**config.mk**
```make
export PLATFORM = sky130hd
export DESIGN_NAME = csi_lane_aligner
export DESIGN_NICKNAME = d
export VERILOG_FILES = /design/src/rtl/csi_lane_aligner.sv
export SDC_FILE = /design/constraint.sdc
export NUM_CORES = 1
export LEC_CHECK = 0
export BUFFER_PORTS_ARGS = -buffer_cell sky130_fd_sc_hd__buf_2
export CAP_MARGIN = 20
export CORE_MARGIN = 2
export CORE_UTILIZATION = 45
export DETAILED_ROUTE_END_ITERATION = 6
export GPL_ROUTABILITY_DRIVEN = 0
export PLACE_DENSITY_LB_ADDON = 0.05
export RECOVER_POWER = 50
export SYNTH_ARGS = -nofsm -noshare
export SYNTH_HDL_FRONTEND = slang
export SYNTH_SLANG_ARGS = --single-unit
export TNS_END_PERCENT = 10
```
**constraint.sdc**
```tcl
create_clock -name rx_byte_clk_hs_i -period 4.4 [get_ports rx_byte_clk_hs_i]
set_input_delay 0 -clock rx_byte_clk_hs_i [delete_from_list [all_inputs] [get_ports rx_byte_clk_hs_i]]
set_output_delay 0 -clock rx_byte_clk_hs_i [all_outputs]
set_load 0.1 [all_outputs]
```
**src/rtl/csi_lane_aligner.sv**
```systemverilog
// csi_lane_aligner: merges the HS byte streams of up to NUM_LANES D-PHY lanes
// into one word per byte clock. Every lane has a small deskew FIFO, so lanes
// that start a few bytes late are lined up before a word is emitted. At the
// tail of a packet, lanes that finish early are flagged through lane_strb_o.
//
// Handshake: lane_valid_o is a one-cycle qualifier with no ready. Every cycle
// in which it is high carries a merged word that the consumer must take.
// lane_strb_o marks which byte lanes of lane_data_o are present. Bytes whose
// strobe is low are always 0x00.
module csi_lane_aligner #(
  parameter int NUM_LANES  = 4,
  parameter int SKEW_DEPTH = 4
) (
  input  logic                         rx_byte_clk_hs_i,
  input  logic                         reset_i,
  input  logic [$clog2(NUM_LANES):0]   active_lanes_i,
  input  logic [NUM_LANES-1:0]         rx_valid_hs_i,
  input  logic [8*NUM_LANES-1:0]       rx_data_hs_i,
  output logic                         lane_valid_o,
  output logic [8*NUM_LANES-1:0]       lane_data_o,
  output logic [NUM_LANES-1:0]         lane_strb_o,
  output logic                         skew_err_o,
  output logic                         busy_o
);

  localparam int AW = $clog2(NUM_LANES) + 1;
  localparam int PW = $clog2(SKEW_DEPTH);
  localparam int CW = PW + 1;

  typedef enum logic [2:0] {
    S_IDLE   = 3'd0,
    S_ALIGN  = 3'd1,
    S_STREAM = 3'd2,
    S_DRAIN  = 3'd3,
    S_ERR    = 3'd4
  } state_e;

  // control state
  state_e                 state_q, state_d;
  logic [AW-1:0]          n_q, n_d;
  logic [CW-1:0]          align_cnt_q, align_cnt_d;
  logic                   restart_q, restart_d;

  // per-lane FIFOs
  logic [7:0]             mem_q [NUM_LANES][SKEW_DEPTH];
  logic [7:0]             mem_d [NUM_LANES][SKEW_DEPTH];
  logic [PW-1:0]          wr_q  [NUM_LANES];
  logic [PW-1:0]          wr_d  [NUM_LANES];
  logic [PW-1:0]          rd_q  [NUM_LANES];
  logic [PW-1:0]          rd_d  [NUM_LANES];
  logic [CW-1:0]          cnt_q [NUM_LANES];
  logic [CW-1:0]          cnt_d [NUM_LANES];
  logic [CW-1:0]          cnt_nxt [NUM_LANES];

  // registered outputs
  logic                   valid_q, valid_d;
  logic [8*NUM_LANES-1:0] data_q, data_d;
  logic [NUM_LANES-1:0]   strb_q, strb_d;
  logic                   skew_err_q, skew_err_d;

  // combinational helpers
  logic [AW-1:0]          n_clamp;
  logic [AW-1:0]          n_eff;
  logic [NUM_LANES-1:0]   act;
  logic [NUM_LANES-1:0]   nonempty;
  logic [NUM_LANES-1:0]   full;
  logic [NUM_LANES-1:0]   push;
  logic [NUM_LANES-1:0]   pop;
  logic                   any_valid;
  logic                   all_ready;
  logic                   overflow;
  logic                   drained;
  logic                   err;

  // Clamp the requested lane count. The live input only matters while
  // IDLE; once a packet has started, the held copy is used.
  always_comb begin
    n_clamp = active_lanes_i;
    if (active_lanes_i == '0) begin
      n_clamp = AW'(1);
    end else if (active_lanes_i > AW'(NUM_LANES)) begin
      n_clamp = AW'(NUM_LANES);
    end
    n_eff = (state_q == S_IDLE) ? n_clamp : n_q;
    act      = '0;
    nonempty = '0;
    full     = '0;
    for (int k = 0; k < NUM_LANES; k++) begin
      act[k]      = (AW'(k) < n_eff);
      nonempty[k] = (cnt_q[k] != '0);
      full[k]     = (cnt_q[k] == CW'(SKEW_DEPTH));
    end
  end

  // Push/pop decisions. Words form only when every active lane holds a byte,
  // except in DRAIN, where whatever is left in each lane is flushed out.
  always_comb begin
    push = act & rx_valid_hs_i;
    if (state_q == S_ERR) begin
      push = '0;
    end
    any_valid = |(act & rx_valid_hs_i);
    all_ready = &(nonempty | ~act);
    overflow  = |(push & full);
    pop       = '0;
    case (state_q)
      S_ALIGN, S_STREAM: pop = all_ready ? act : '0;
      S_DRAIN:           pop = nonempty & act;
      default:           pop = '0;
    endcase
    drained = 1'b1;
    for (int k = 0; k < NUM_LANES; k++) begin
      cnt_nxt[k] = cnt_q[k] + CW'(push[k]) - CW'(pop[k]);
      if (cnt_nxt[k] != '0) begin
        drained = 1'b0;
      end
    end
  end

  // Packet FSM. Any error flushes the FIFOs and parks the block in ERR
  // until the active lanes go quiet.
  always_comb begin
    state_d     = state_q;
    n_d         = n_q;
    align_cnt_d = align_cnt_q;
    restart_d   = restart_q;
    err         = 1'b0;
    case (state_q)
      S_IDLE: begin
        n_d         = n_clamp;
        align_cnt_d = '0;
        restart_d   = 1'b0;
        if (any_valid) begin
          state_d = S_ALIGN;
        end
      end
      S_ALIGN: begin
        if (|pop) begin
          state_d = S_STREAM;
        end else begin
          align_cnt_d = align_cnt_q + CW'(1);
          if (align_cnt_d == CW'(SKEW_DEPTH)) begin
            err = 1'b1;
          end
        end
      end
      S_STREAM: begin
        if (!any_valid) begin
          state_d = S_DRAIN;
        end
      end
      S_DRAIN: begin
        align_cnt_d = '0;
        if (any_valid) begin
          restart_d = 1'b1;
        end
        if (drained) begin
          state_d   = restart_q ? S_ALIGN : S_IDLE;
          restart_d = 1'b0;
        end
      end
      S_ERR: begin
        if (!any_valid) begin
          state_d = S_IDLE;
        end
      end
      default: state_d = S_IDLE;
    endcase
    if (overflow) begin
      err = 1'b1;
    end
    if (err) begin
      state_d     = S_ERR;
      align_cnt_d = '0;
      restart_d   = 1'b0;
    end
  end

  // FIFO storage and pointers. A flush rewinds the pointers and drops the
  // byte that caused the error.
  always_comb begin
    mem_d = mem_q;
    for (int k = 0; k < NUM_LANES; k++) begin
      wr_d[k]  = wr_q[k];
      rd_d[k]  = rd_q[k];
      cnt_d[k] = cnt_nxt[k];
      if (push[k]) begin
        mem_d[k][wr_q[k]] = rx_data_hs_i[8*k +: 8];
        wr_d[k]           = wr_q[k] + PW'(1);
      end
      if (pop[k]) begin
        rd_d[k] = rd_q[k] + PW'(1);
      end
      if (err) begin
        wr_d[k]  = '0;
        rd_d[k]  = '0;
        cnt_d[k] = '0;
      end
    end
  end

  // Output word: popped bytes with their strobes, zero when nothing pops.
  always_comb begin
    data_d = '0;
    for (int k = 0; k < NUM_LANES; k++) begin
      if (pop[k]) begin
        data_d[8*k +: 8] = mem_q[k][rd_q[k]];
      end
    end
    strb_d  = pop;
    valid_d = |pop;
    if (err) begin
      data_d  = '0;
      strb_d  = '0;
      valid_d = 1'b0;
    end
    skew_err_d = err;
  end

  // Control and output registers with synchronous reset.
  always_ff @(posedge rx_byte_clk_hs_i) begin
    if (reset_i) begin
      state_q     <= S_IDLE;
      n_q         <= AW'(NUM_LANES);
      align_cnt_q <= '0;
      restart_q   <= 1'b0;
      valid_q     <= 1'b0;
      data_q      <= '0;
      strb_q      <= '0;
      skew_err_q  <= 1'b0;
      for (int k = 0; k < NUM_LANES; k++) begin
        wr_q[k]  <= '0;
        rd_q[k]  <= '0;
        cnt_q[k] <= '0;
      end
    end else begin
      state_q     <= state_d;
      n_q         <= n_d;
      align_cnt_q <= align_cnt_d;
      restart_q   <= restart_d;
      valid_q     <= valid_d;
      data_q      <= data_d;
      strb_q      <= strb_d;
      skew_err_q  <= skew_err_d;
      for (int k = 0; k < NUM_LANES; k++) begin
        wr_q[k]  <= wr_d[k];
        rd_q[k]  <= rd_d[k];
        cnt_q[k] <= cnt_d[k];
      end
    end
  end

  // FIFO byte storage needs no reset: contents are only read when counted.
  always_ff @(posedge rx_byte_clk_hs_i) begin
    mem_q <= mem_d;
  end

  assign lane_valid_o = valid_q;
  assign lane_data_o  = data_q;
  assign lane_strb_o  = strb_q;
  assign skew_err_o   = skew_err_q;
  assign busy_o       = (state_q != S_IDLE);

endmodule

```
* Word-level counts from Yosys, hierarchy flattened
Memories as Yosys holds them, arrays and structs flattened.
Cells that the tools add are included.
** Word-level totals
- Output and inout port bits :: 39
- Memory bits (writable) :: 28
- Bits in registers :: 176
- Word-level logic and storage cells :: 233
- Memories :: 3
** Memories
- cnt_q :: depth 4, width 3, rd ports 4, clocked after Yosys merged registers in 0, write ports 4, line 51 : logic [CW-1:0] cnt_q [NUM_LANES];
- rd_q :: depth 4, width 2, rd ports 4, clocked after Yosys merged registers in 0, write ports 4, line 49 : logic [PW-1:0] rd_q [NUM_LANES];
- wr_q :: depth 4, width 2, rd ports 4, clocked after Yosys merged registers in 0, write ports 4, line 47 : logic [PW-1:0] wr_q [NUM_LANES];
** Operators by class
- Reductions and logical operators :: 32
- Bitwise operators :: 29
- Equality and inequality tests :: 21
- Magnitude comparators :: 17
- Add/subtract/negate cells :: 17
- Multiplexer cells :: 86
** Operator list (count)
- $bwmux W32 :: 4
- $mux W8 :: 12
- $bmux W8 S2 :: 4
- $demux W8 S2 :: 4
- $mux W3 :: 18
- $mux W2 :: 24
- $reduce_bool A3 Y1 :: 9
- $ge A3 B3 Y1 const B :: 8
- $not A2 Y3 :: 8
- $eq A3 B3 Y1 const B :: 6
- $ne A3 B3 Y1 const B :: 6
- $add A2 B1 Y2 const B :: 8
- $pmux W3 S5 :: 1
- $mux W1 :: 14
- $add A3 B1 Y3 :: 4
- $and A4 B4 Y4 :: 3
- $lt A3 B1 Y1 const B :: 4
- $ne A2 B2 Y1 const B :: 6
- $or A1 B1 Y1 :: 12
- $reduce_or A3 Y1 :: 4
- $reduce_or A4 Y1 :: 3
- $sub A3 B1 Y3 :: 4
- $reduce_and A5 Y1 :: 2
- $mux W4 :: 2
- other kinds (18) :: 32

* Longest topological paths before layout
Gate-level depths: netlist (run 1).
- Depth after elaboration :: 19
- Depth in mapped cells :: 19

* Worst setup path after synthesis (run 1)
OpenSTA, ideal clock, no wires.
- Path type :: register -> register
- Start point :: register state_q[2]
- End point :: register state_q[0]
- Arrival :: 4.293 ns
- Stages on the path, launching flop included :: 18
- Setup time :: 0.070 ns
- Setup slack :: 0.037 ns
- Path buffers :: 2
- Cell sequence :: dfxtp_1 > buf_6 > nor3_4 > inv_2 > a21boi_4 > o21ai_2 > o41ai_1 > clkbuf_1 > ha_1 > inv_1 > ha_1 > fa_1 > nor4_1 > nand3_1 > o21ai_0 > o311ai_1 > a2111o_1 > a21oi_1
** RTL lines
- start, declared :: line 39 : state_e state_q, state_d;
- start signal, assigned :: line 237 : state_q <= state_d;

==> results of run 1 <==
tightest hold or removal path: cells and delay by family:
family	cells	cell delay, ns
compound gates	1	0.13
buf+inv	2	0.19
simple gates	1	0.07
mux	1	0.15
cell usage in the layout, fill, tap and decap left out, types with 23 or more instances in the layout:
cell type	count
ha_1	26
dfxtp_1	76
clkbuf_1	78
clkbuf_16	23
nor2_1	32
mux4_2	32
dlygate4sd3_1	36
inv_1	39
and3_1	35
edfxtp_1	128
area by class of cell:
cell class                 instances  area share [%]
clock inverter                     8           1.136
multi-input combinational        276           25.57
timing repair buffer             126           7.647
inverter                          40           1.532
sequential                       204           54.74
clock buffer                      32           6.422
tap                              229           2.924
antenna                            1         0.02553
metrics by stage:
step                      worst slack [ns]  total power (uW)
after floorplan                    0.03688              3516
after global placement              0.1839              3827
after detailed placement            0.1456              3864
after CTS                           0.1136              5770
after global routing               0.02809              6026
final                               0.2513              5701
final timing paths:
| check | cells past startpoint | end | from | slack [ns] |
|---|---|---|---|---|
| worst min register to register | 2 | align_cnt_q[1] | align_cnt_q[1] | 0.50 |
| worst min-delay path | 5 | wr_q[3][1] | rx_valid_hs_i[3] | 0.11 |
| worst max register to register | 15 | state_q[0] | state_q[0] | 0.25 |
| worst max-delay path | 15 | state_q[0] | state_q[0] | 0.25 |
synthesized netlist by cell type, types with 5 or more instances:
cell      count  share of area, %
nor2_1       33               1.5
xnor2_1      18               1.9
buf_6         6              0.83
buf_1         8              0.37
inv_1        39               1.8
and3_1       35               2.7
a21oi_1      13              0.80
nor2_2       10              0.77
o21ai_0       5              0.31
edfxtp_1    128                47
dfxtp_1      76                19
mux4_2       32               8.9
ha_1         26               4.0
mux2i_1       5              0.61
clkbuf_1     10              0.46
nand2_1      20              0.92
and2_1       17               1.3
cell families (layout without fill, tap and decap cells):
kind of cell	after synthesis	in the layout	synth area share (%)
AO/OA/AOI/OAI	38	38	3.397
XOR/XNOR	22	22	2.367
adder cells (fa/ha/maj)	30	30	4.979
buffers and inverters	66	206	3.627
flip-flops	204	204	65.90
multiplexers	39	39	9.743
other	0	1	0
AND/OR/NAND/NOR	147	147	9.989
power groups by stage:
| stage | clock (uW) | combinational [uW] | sequential (uW) |
|---|---|---|---|
| floorplan | 0 | 981 | 2540 |
| CTS | 1900 | 1400 | 2460 |
| finish | 1850 | 1400 | 2460 |
| global route | 1980 | 1560 | 2490 |
| global placement | 0 | 1340 | 2480 |
| detailed placement | 0 | 1370 | 2500 |
registers in the layout, indices dropped and copies added, names as in the netlist:
signal,flops
rd_q,8
state_q,3
restart_q,1
mem_q,128
align_cnt_q,3
skew_err_o,1
cnt_q,12
lane_strb_o,4
lane_valid_o,1
lane_data_o,32
wr_q,8
n_q,3
routing by layer:
metal  routed length, um  share of wire (%)
met1                6677                 44
met2                7637                 51
met3                 531                3.5
met4                 274                1.8
met5                   0                  0
repair_timing:
action,CTS,global route
hold buffers,36,0
resized for setup,0,2
hold endpoints to repair,133,0
setup endpoints to repair,0,1
==> impl_metrics.json, run 1 <==
{
  "whs_ns": 0.1055,
  "skew_ns": 0.004892,
  "avgSynthCellArea_um2": 14.91,
  "first_pass_iters": 4,
  "hold_violations": 0,
  "post-route-cell-area_um2": 9801,
  "clkSlewWorstSetupHoldPaths_ns": 0.06,
  "initial_core_util_pct": 45.63,
  "final_cell_count_no_fill": 916,
  "grt_pass1_wl_mm": 24.34,
  "cts_tree": "done",
  "leakagePower_uw": 0.003600,
  "crit_family": "compound AO/OA/AOI/OAI gates",
  "switching_share_pct": 29.52,
  "fin_crit_ns": 4.149,
  "placed_area_um2": 8771,
  "finalCritPeriodShare_pct": 94.29,
  "drive_above_1_share_pct": 15.31,
  "critPathMaxFanout": 5,
  "grt_max_degree": 38,
  "hold_class": "input pin to flop",
  "cts_root_buf": "clkbuf_16",
  "use_met1_pct": 20.57,
  "dp_hpwl_mm": 10.02,
  "synth_area_um2": 8142,
  "n_fill_cell": 1504,
  "vias": 4638,
  "setup_violations": 0,
  "p_clk_share_pct": 32.4,
  "critical_path_class": "flop to flop",
  "fp.dieArea_um2": 19180,
  "status": "complete, no violations",
  "intPower_uw": 4018,
  "die_x_um": 138.5,
  "grt_antenna_before_repair": 0,
  "fp.dieH_um": 138.5,
  "required_ns": 4.82,
  "irDropWorstVdd_mv": 0.3952,
  "critPathCaptureType": "flop",
  "multi_input_area_um2": 2506,
  "ys.flop_type": "edfxtp_1",
  "synth_edf_count": 128,
  "cts_buffers": 22,
  "grt-busiest-layer": "met2",
  "grt_pass1_vias": 4716,
  "tns_ns": 0,
  "wire_per_inst_um": 16.51,
  "worst_pin_slew_ns": 1.225,
  "core_um2": 17840,
  "clock_path_buffers": 3,
  "max_freq_mhz": 241.0,
  "rows": 49,
  "seq_area_frac_synth_pct": 65.90,
  "clock_latency_ns": 0.49,
  "track_usage_pct": 15.87,
  "async_reset_ff_share_pct": 0,
  "yosysUniqueCellTypes": 54,
  "met2_usage_pct": 27.64,
  "cpPeakStageDelay_ns": 0.72,
  "area_growth_pct": 20.38,
  "switchingPower_uw": 1683,
  "seq_area_um2": 5365,
  "dp.cells": 839,
  "power_frac_seq_pct": 43.1,
  "numClockSinks": 204,
  "viasPerCell": 5.063,
  "ys_warn_count": 0,
  "cts_setup_buffers": 0,
  "io_pins": 80,
  "critPathSlowestCell": "or4b_2",
  "p_comb_share_pct": 24.5,
  "finalMaxSlewViolations": 0,
  "crit_chain": "or4b_2, a21boi_4, o21ai_2, o21ai_0, nor2b_1, ha_1, inv_1, ha_1, fa_1, nor4_4, nand3_1, o21ai_0, o311ai_1, a2111o_1, a21oi_1",
  "postRouteAntennaNets": 0,
  "drc": 0,
  "arrival_ns": 4.57,
  "critPathBufInv": 1,
  "slew_headroom_pct": 18.67,
  "wirelength_mm": 15.12,
  "rsz0062_at_grt": "no",
  "overflow": 0,
  "yosys_register_bits": 204,
  "portBuffers": 79,
  "fin_util_pct": 54.93,
  "drtIter0Drc": 165,
  "synthCells": 546,
  "crit_path_start_kind": "flop",
  "synth_nets": 617,
  "htree_levels": 1,
  "power.density_nw_per_um2": 581.7,
  "gr-usage-met3_pct": 2.425,
  "nets": 741,
  "max-cap-violations": 0
}
No activity file was read; power rests on OpenSTA's default activity.
==> inputs of run 2 (changes only) <==
--- a/config.mk
+++ b/config.mk
@@ -11,7 +11,7 @@
 export CORE_UTILIZATION = 45
 export DETAILED_ROUTE_END_ITERATION = 6
 export GPL_ROUTABILITY_DRIVEN = 0
-export PLACE_DENSITY_LB_ADDON = 0.05
+export PLACE_DENSITY = 0.66
 export RECOVER_POWER = 50
 export SYNTH_ARGS = -nofsm -noshare
 export SYNTH_HDL_FRONTEND = slang
==> run 2 against run 1 <==
Against the previous run:
- register-to-register slack improved by 0.02 ns
- die area unchanged
- clock skew increased by 0.0060 ns
- combinational power increased by 3%
- sequential share of layout area decreased by 0.19 points
- utilization increased by 0.20 points
- total power increased by 1.2%
- fmax increased by 0.38%
- largest power group unchanged
==> impl_metrics.json, run 2 (synthesis gave the netlist of run 1 again) <==
{
  "hp-start": "rx_valid_hs_i[3]",
  "initial_core_util_pct": 45.63,
  "cpPeakStageDelay_ns": 0.74,
  "worst-r2r-setup-slack_ns": 0.27,
  "p_comb_share_pct": 25.0,
  "setup_violations": 0,
  "switchingPower_uw": 1737,
  "multi_input_area_um2": 2524,
  "io_pins": 80,
  "grt_pass1_vias": 4942,
  "status": "complete, no violations",
  "drive_above_1_share_pct": 16.86,
  "r2r-start": "state_q[0]",
  "intPower_uw": 4029,
  "power.density_nw_per_um2": 586.2,
  "finalMaxSlewViolations": 0,
  "crit_family": "compound AO/OA/AOI/OAI gates",
  "fin_util_pct": 55.14,
  "critPathMaxFanout": 5,
  "clkSlewWorstSetupHoldPaths_ns": 0.06,
  "layout_common_cells": "edfxtp_1 (128), clkbuf_1 (76), dfxtp_1 (75)",
  "n_fill_cell": 1445,
  "grt_pass1_wl_mm": 24.72,
  "overflow": 0,
  "crit_path_start_kind": "flop",
  "p_clk_share_pct": 32.2,
  "largest-register": "mem_q",
  "fp.dieArea_um2": 19180,
  "power_uw": 5767,
  "antenna_cells": 0,
  "critPathBufInv": 1,
  "clock_latency_ns": 0.49,
  "finalCritPeriodShare_pct": 93.94,
  "dp_hpwl_mm": 9.941,
  "nets": 743,
  "core_um2": 17840,
  "seq_area_um2": 5366,
  "skew_ns": 0.01092,
  "power_frac_seq_pct": 42.8,
  "hold_class": "input pin to flop",
  "wire_per_inst_um": 16.35,
  "leakagePower_uw": 0.003608,
  "cts_tree": "done",
  "max_freq_mhz": 241.9,
  "grt_max_degree": 38,
  "die_x_um": 138.5,
  "cts_buffers": 22,
  "numClockSinks": 204,
  "viasPerCell": 5.097,
  "min_to": "wr_q[3][0]",
  "fin_crit_ns": 4.133,
  "placed_area_um2": 8756,
  "irDropWorstVdd_mv": 0.2962,
  "tns_ns": 0,
  "postRouteAntennaNets": 0,
  "whs_ns": 0.1007,
  "htree_levels": 1,
  "post-route-cell-area_um2": 9837,
  "critPathCaptureType": "flop",
  "fp.dieH_um": 138.5,
  "critPathSlowestCell": "or4b_2",
  "crit_chain": "or4b_2, a21boi_4, o21ai_4, o21ai_1, nor2b_1, ha_1, inv_1, ha_1, fa_1, xnor2_1, xnor2_1, nand3_1, o21ai_2, o311ai_1, a2111o_1, a21oi_1",
  "required_ns": 4.82,
  "arrival_ns": 4.55,
  "first_pass_iters": 4,
  "cts_root_buf": "clkbuf_16",
  "grt_antenna_before_repair": 0,
  "largest_reg_flops": 128,
  "vias": 4674,
  "portBuffers": 79,
  "area_growth_pct": 20.82,
  "timing.rr.end": "state_q[0]",
  "wirelength_mm": 14.99,
  "max-cap-violations": 0,
  "hold_violations": 0,
  "switching_share_pct": 30.13,
  "critical_path_class": "flop to flop",
  "hold_path_depth": 5,
  "rsz0062_at_grt": "no",
  "final_common_cell": "edfxtp_1",
  "slew_headroom_pct": 19.85,
  "drtIter0Drc": 310,
  "clock_path_buffers": 3,
  "worst_pin_slew_ns": 1.207,
  "worstRegToRegCells": 16,
  "rows": 49,
  "drc": 0,
  "track_usage_pct": 15.89
}
[run 2: repair_timing]
action | 4_1_cts | 5_1_grt
hold endpoints to repair | 133 | 0
buffers inserted | 0 | 4
gates resized for setup | 0 | 9
hold buffers | 36 | 0
setup endpoints to repair | 0 | 1
[run 2: cell type report]
type / count / share of cell area, %
clock buffers: 28 / 6.143
multi-input cells: 276 / 25.66
well taps: 229 / 2.913
clock inverters: 12 / 1.475
flip-flops and latches: 204 / 54.55
inverters: 40 / 1.526
repair buffers: 128 / 7.733
[run 2: worst min-delay path: stages]
cell and delay (ns):
buf_2 0.12, inv_1 0.08, a21oi_1 0.14, xnor2_1 0.17
nor2_1 0.04
[run 2: how the worst max path moves through the flow]
stage	start	endpoint	slack [ns]	cells past startpoint
finish	state_q[0]	state_q[0]	0.27	16
global route	state_q[0]	state_q[0]	0.03	16
CTS	state_q[2]	state_q[0]	0.10	15
global placement	state_q[2]	state_q[0]	0.21	15
detailed placement	state_q[2]	state_q[0]	0.12	15
floorplan	state_q[2]	state_q[0]	0.04	17
[run 2: layer usage]
layer  up-vias  GRT usage [%]  share of wire, %
met2       102          27.28                50
li1       2237              -                 -
met1      2315          20.58                43
met4         0          5.424               2.0
met3        20          2.736               4.6
met5         -              0                 0
[run 2: power by group through the flow]
stage                     sequential (uW)  combinational, uW  clock (uW)
after floorplan                      2540                981           0
after detailed placement             2510               1340           0
after global placement               2480               1300           0
after CTS                            2470               1370        1910
after global routing                 2500               1590        1990
final                                2470               1440        1860
[run 2: metrics by stage]
stage,setup WS (ns),instances
finish,0.2668,917
global route,0.02749,917
CTS,0.1030,913
detailed placement,0.1227,837
global placement,0.2122,837
floorplan,0.03688,546
